**src/rtl/memory_driver.sv**
```systemverilog
// memory_driver: turns single engine memory requests into single-beat AXI4 writes/reads toward the node RAM.
module memory_driver #(
  parameter int RAM_DATA_WIDTH = 32,
  parameter int RAM_ADDR_WIDTH = 16,
  parameter int RAM_STRB_WIDTH = RAM_DATA_WIDTH/8,
  parameter int RAM_ID_WIDTH = 8
) (
  input  logic                      aclk,
  input  logic                      aresetn,
  input  logic                      mem_valid,
  output logic                      mem_ready,
  input  logic                      mem_rd,
  input  logic                      mem_wr,
  input  logic [RAM_ADDR_WIDTH-1:0] mem_addr,
  input  logic [RAM_DATA_WIDTH-1:0] mem_wr_data,
  output logic                      mem_rd_valid,
  input  logic                      mem_rd_ready,
  output logic [RAM_DATA_WIDTH-1:0] mem_rd_data,
  output logic                      mem_error,
  output logic [RAM_ID_WIDTH-1:0]   ram_awid,
  output logic [RAM_ADDR_WIDTH-1:0] ram_awaddr,
  output logic [7:0]                ram_awlen,
  output logic [2:0]                ram_awsize,
  output logic [1:0]                ram_awburst,
  output logic                      ram_awvalid,
  input  logic                      ram_awready,
  output logic [RAM_DATA_WIDTH-1:0] ram_wdata,
  output logic [RAM_STRB_WIDTH-1:0] ram_wstrb,
  output logic                      ram_wlast,
  output logic                      ram_wvalid,
  input  logic                      ram_wready,
  input  logic [1:0]                ram_bresp,
  input  logic                      ram_bvalid,
  output logic                      ram_bready,
  output logic [RAM_ID_WIDTH-1:0]   ram_arid,
  output logic [RAM_ADDR_WIDTH-1:0] ram_araddr,
  output logic [7:0]                ram_arlen,
  output logic [2:0]                ram_arsize,
  output logic [1:0]                ram_arburst,
  output logic                      ram_arvalid,
  input  logic                      ram_arready,
  input  logic [RAM_DATA_WIDTH-1:0] ram_rdata,
  input  logic [1:0]                ram_rresp,
  input  logic                      ram_rvalid,
  output logic                      ram_rready
);
  typedef enum logic [2:0] {IDLE, WRITE, WR_RESP, READ, RD_RESP, RD_CPL} state_t;
  state_t state, state_nxt;
  logic [RAM_ADDR_WIDTH-1:0] addr;
  logic [RAM_DATA_WIDTH-1:0] wr_data;
  logic aw_done, w_done, accept, aw_hs, w_hs, b_hs, r_hs, err_set;
  assign ram_awid    = '0;
  assign ram_arid    = '0;
  assign ram_awlen   = '0;
  assign ram_arlen   = '0;
  assign ram_awsize  = 3'($clog2(RAM_STRB_WIDTH));
  assign ram_arsize  = 3'($clog2(RAM_STRB_WIDTH));
  assign ram_awburst = 2'b01;
  assign ram_arburst = 2'b01;
  assign ram_wstrb   = '1;
  assign ram_wlast   = ram_wvalid;
  assign ram_awaddr  = addr;
  assign ram_araddr  = addr;
  assign ram_wdata   = wr_data;
  // all handshake outputs come from registered state only, never from ready
  assign mem_ready    = (state == IDLE) && aresetn;
  assign ram_awvalid  = (state == WRITE) && !aw_done;
  assign ram_wvalid   = (state == WRITE) && !w_done;
  assign ram_bready   = state == WR_RESP;
  assign ram_arvalid  = state == READ;
  assign ram_rready   = state == RD_RESP;
  assign mem_rd_valid = state == RD_CPL;
  assign accept  = mem_valid && mem_ready;
  assign aw_hs   = ram_awvalid && ram_awready;
  assign w_hs    = ram_wvalid && ram_wready;
  assign b_hs    = ram_bvalid && ram_bready;
  assign r_hs    = ram_rvalid && ram_rready;
  assign err_set = (accept && (mem_rd == mem_wr)) || (b_hs && |ram_bresp) || (r_hs && |ram_rresp);
  always_comb begin
    state_nxt = state;
    case (state)
      IDLE:    state_nxt = !accept ? IDLE : mem_wr ? WRITE : mem_rd ? READ : IDLE;
      WRITE:   state_nxt = ((aw_done || aw_hs) && (w_done || w_hs)) ? WR_RESP : WRITE;
      WR_RESP: state_nxt = ram_bvalid ? IDLE : WR_RESP;
      READ:    state_nxt = ram_arready ? RD_RESP : READ;
      RD_RESP: state_nxt = ram_rvalid ? RD_CPL : RD_RESP;
      RD_CPL:  state_nxt = mem_rd_ready ? IDLE : RD_CPL;
      default: state_nxt = IDLE;
    endcase
  end
  always_ff @(posedge aclk or negedge aresetn) begin
    if (!aresetn) begin
      state       <= IDLE;
      addr        <= '0;
      wr_data     <= '0;
      mem_rd_data <= '0;
      mem_error   <= 1'b0;
      aw_done     <= 1'b0;
      w_done      <= 1'b0;
    end else begin
      state   <= state_nxt;
      aw_done <= (state_nxt == WRITE) && (aw_done || aw_hs);
      w_done  <= (state_nxt == WRITE) && (w_done || w_hs);
      if (accept) begin
        addr    <= mem_addr;
        wr_data <= mem_wr_data;
      end
      if (r_hs) mem_rd_data <= ram_rdata;
      if (err_set) mem_error <= 1'b1;
    end
  end
endmodule

```
**config.mk**
```make
export PLATFORM = sky130hd
export DESIGN_NAME = memory_driver
export DESIGN_NICKNAME = d
export VERILOG_FILES = /design/src/rtl/memory_driver.sv
export SDC_FILE = /design/constraint.sdc
export NUM_CORES = 1
export LEC_CHECK = 0
export ABC_AREA = 1
export CAP_MARGIN = 5
export CORE_UTILIZATION = 40
export CTS_BUF_LIST = sky130_fd_sc_hd__clkbuf_4 sky130_fd_sc_hd__clkbuf_8
export CTS_CLUSTER_DIAMETER = 40
export DETAILED_ROUTE_END_ITERATION = 16
export PLACE_DENSITY = 0.86
export SLEW_MARGIN = 20
export SYNTH_ARGS = -nofsm -noshare
export SYNTH_HDL_FRONTEND = slang
export SYNTH_SLANG_ARGS = --single-unit
```
**constraint.sdc**
```tcl
create_clock -name aclk -period 2.3 [get_ports aclk]
set_clock_uncertainty 0.05 [all_clocks]
set_input_delay 0.46 -clock aclk [delete_from_list [all_inputs] [get_ports aclk]]
set_output_delay 0.46 -clock aclk [all_outputs]
set_load 0.02 [all_outputs]
```
* Yosys cells after proc, flatten, opt, wreduce, memory -nomap -nowiden
Index checks and enable logic that the tools add are counted.
** Operators by class
- Eq/ne operators :: 7
- Muxes and demuxes :: 9
- Reductions and logical operators :: 23
** Operators by type and width (number)
- $pmux W3 S6 :: 1
- $logic_and A1 B1 Y1 :: 14
- $mux W2 :: 5
- $eq A3 B1 Y1 const B :: 2
- $eq A3 B2 Y1 const B :: 2
- $eq A3 B3 Y1 const B :: 2
- $mux W3 :: 2
- $logic_or A1 B1 Y1 :: 4
- $reduce_or A2 Y1 :: 2
- $logic_not A3 Y1 :: 1
- $logic_not A1 Y1 :: 2
- $eq A1 B1 Y1 :: 1
- $mux W1 :: 1
** Storage, ports and cells
- Bits in registers :: 86
- Input port bits :: 95
- Output and inout bits :: 151
- Logic and storage cells :: 46

* Logic depth before layout (Yosys ltp)
- Word-level depth :: 9
- Gate-level depth with buffers :: 10
- Mapped depth without buffers :: 10

* Least setup slack after synthesis
Ideal clock, no wire load.
- Path kind :: register to output
- From :: register state[1]
- To :: output ram_wvalid
- Arrival :: 1.309 ns
- Required time :: 1.790 ns
- Slack :: 0.481 ns
- Stages on the path, launching flop included :: 7
- Buffers on the path :: 1
- Cells stage by stage :: dfrtp_1 inv_1 nand2_1 nor2_2 inv_1 nor2_1 buf_4
** Between the ends
- Cells in the longest elaborated chain, start to end :: 2
** RTL lines
- start: declaration :: line 48 : state_t state, state_nxt;
- start signal: assignment :: line 101 : state <= state_nxt;
- $eq A3 B1 Y1 :: line 68 : assign ram_wvalid = (state == WRITE) && !w_done;
- $logic_and A1 B1 Y1 :: line 68
- end: declaration :: line 30 : output logic ram_wvalid,
No other way between the ends.

* Worst setup path after layout
- From :: register state[1]
- To :: output mem_rd_valid
** Between the ends
- Cells in the longest elaborated chain, start to end :: 1
** RTL lines
- $eq A3 B3 Y1 :: line 72 : assign mem_rd_valid = state == RD_CPL;
- end: declaration :: line 16 : output logic mem_rd_valid,
No other way between the ends.

==> summary.txt <==
Status
  – Status: finished, final reports clean

Clocking
  – Clock transition at the registers of the reported paths: 100 ps
  – Clk root buf: clkbuf_8
  – Htree depth: 3
  – Clk_lat worst skew: 340 ps
  – Longest Clk Path Bufs: 2
  – Post-CTS Setup Bufs: 0
  – Inserted Clock Buffers: 9
  – # clock sinks: 86
  – CTS tree: done

Final layout
  – Layout cell share with drive strength beyond 1: 0.225
  – Layout area overhead: 50.5%
  – Commonest non-fill, non-tap cells in the layout: clkdlybuf4s50_1, dfrtp_1, mux2_2
  – N_diodes: 0
  – Commonest non-fill, non-tap cell in the layout: clkdlybuf4s50_1
  – Fin cells: 623
  – Nets@finish: 586

Detailed routing
  – Pre-antenna DRT Iters: 6
  – Total routed wirelength: 9080 um
  – Mean number of vias per cell: 4.39
  – DRT iter0 DRCs: 59
  – Met2 routed WL: 4900 um
  – DR vias: 2732
  – Routed metal-1 wire length: 3300 um
  – DR WL met3: 850 um
  – # DRC: 0
  – Avg WL per Cell: 14.6 um
  – Final ANT Viol Nets: 0
  – Top Layer Used: met4

Timing
  – Peak Freq: 478 MHz
  – Max-slew headroom: 0.491
  – Final TNS setup: 0 ps
  – Final setup fails: 0
  – RSZ-0062 raised after global routing: no
  – Slew Limit Fails: 0
  – Final Hold Fails: 0
  – Crit share post-route: 0.910
  – Fin crit period: 2090 ps
  – Worst-margin pin slew: 763 ps

Placement
  – Hpwl dp: 7050 um
  – Inst Count DP: 607
  – Gpl congestion: 0.733
  – Buffers on Ports: 199

Power
  – Pwr Total: 8.35 mW
  – Worst vdd ir: 0.746 mV
  – Cell leakage power: 2.66 nW
  – Power Density: 1400 nW/um^2

Synth
  – Mapped Cells: 302
  – Seq/Total Area, Yosys: 0.544
  – Synthesized cell area: 3960 um^2
  – Syn. warnings: 0
  – Seq cells post-synth: 86
  – Mean area per synthesized cell: 13.1 um^2
  – Netlist cell types: 19

Floorplan
  – Rows: 35
  – Die X: 101 um
  – Die Height: 101 um
  – Starting density of the core: 0.420
  – CORE AREA: 9420 um^2
  – Die area: 10300 um^2
  – I/O pin total: 246

Setup path
  – Worst r2r src: state[2]
  – Slowest-stage cell, CP: dfrtp_1
  – Crit-path max FO: 3
  – WP data arrival: 1580 ps
  – Crit. End Element: output pin
  – Reg2Reg Capture Point: w_done
  – Critical path launch point type: flip-flop
  – Worst path max stage delay: 440 ps
  – WS Path Type: flip-flop to output pin
  – R2R depth: 8
  – Crit path cell chain: inv_1 -> nand2_1 -> nor2_1 -> dlygate4sd2_1
  – Reg2Reg Setup Slack: 720 ps
  – Crit path required time: 1790 ps

GRT
  – First-pass GRT wire length: 13700 um
  – Total GRT Usage: 0.178
  – Remaining Overflow, GRT: 0
  – Largest net degree at the start of global routing: 87
  – Antenna violations before repair: 0
  – Vias in the first global route: 2738

Flow run
  – Max Cap Viol: 0

Hold path
  – Min-Delay Path Class: primary input to async pin
## flip-flops by register name, summed over array words and instances (netlist names)
signal	count
mem_rd_data	32
ram_wdata	32
ram_araddr	16
state	3
aw_done	1
mem_error	1
w_done	1
## what timing repair did
action                                  4_1_cts  5_1_grt
endpoints found under the setup margin        8        3
gates resized for setup                       9        7
hold buffers                                  0        0
## where the power goes
part	internal (mW)	total, mW	switching (mW)
Combinational	2.35	4.54	2.19
Sequential	2.26	2.71	0.450
Clock	0.518	1.10	0.578
Total	5.13	8.35	3.22
## synth_stat cells
master,n,area [um^2]
dfrtp_1,86,2150
mux2_2,78,878
buf_4,63,473
inv_1,17,63.8
nand2_1,14,52.6
nor2_1,13,48.8
buf_6,9,101
nand3_1,4,20.0
conb_1,2,7.51
ha_1,2,25.0
mux2_1,2,22.5
nand3_4,2,35.0
nor2_2,2,12.5
nor2_4,2,22.5
o221ai_1,2,17.5
nand2_2,1,6.26
nor3_1,1,5.00
nor4_1,1,6.26
o21ai_0,1,5.00
## layout make-up
class / instances / area, um^2
clock buffers: 9 / 124
clock inverters: 7 / 80.1
fillers: 742 / 3460
inverters: 17 / 63.8
multi-input cells: 171 / 1340
flip-flops and latches: 86 / 2150
well taps: 129 / 161
repair buffers: 204 / 2030
## worst max path at each step
stage,startpoint,to,slack (ps),depth (start not counted)
2_1_floorplan,state[1],ram_wvalid,480,6
6_report,state[1],mem_rd_valid,210,4
3_3_place_gp,state[1],ram_awvalid,170,6
5_1_grt,state[1],ram_wvalid,100,6
4_1_cts,state[1],ram_awvalid,30,6
3_5_place_dp,state[1],ram_awvalid,150,6
## layer usage
layer,global-route usage,vias up
met3,0.0732,2
met1,0.193,1320
li1,-,1263
met4,0.0368,0
met2,0.324,147
met5,0,-
## cell families (layout without fill, tap and decap cells)
group,count (synthesis),in the layout,synth area share
fa+ha+maj,2,2,0.00633
mux,80,80,0.228
simple gates,40,40,0.0528
compound gates,3,3,0.00569
buf+inv,89,237,0.161
other cells,2,46,0.00190
flops,86,86,0.544
## critical path, delay by kind of cell (launching register included)
| family | cells | cell delay, ps |
|---|---|---|
| and+or+nand+nor | 2 | 320 |
| buffers and inverters | 2 | 480 |
| DFF | 1 | 440 |
## metrics by stage
| stage | hold WS, ps | util | worst slack [ps] | cell area [um^2] |
|---|---|---|---|---|
| global route | 285 | 0.632 | 100 | 5950 |
| global placement | 423 | 0.612 | 167 | 5760 |
| finish | 227 | 0.632 | 208 | 5950 |
| CTS | 383 | 0.632 | 27.1 | 5950 |
| detailed placement | 432 | 0.612 | 147 | 5760 |
| floorplan | 114 | - | 481 | 4120 |
Power figures use the tool's default switching activity.
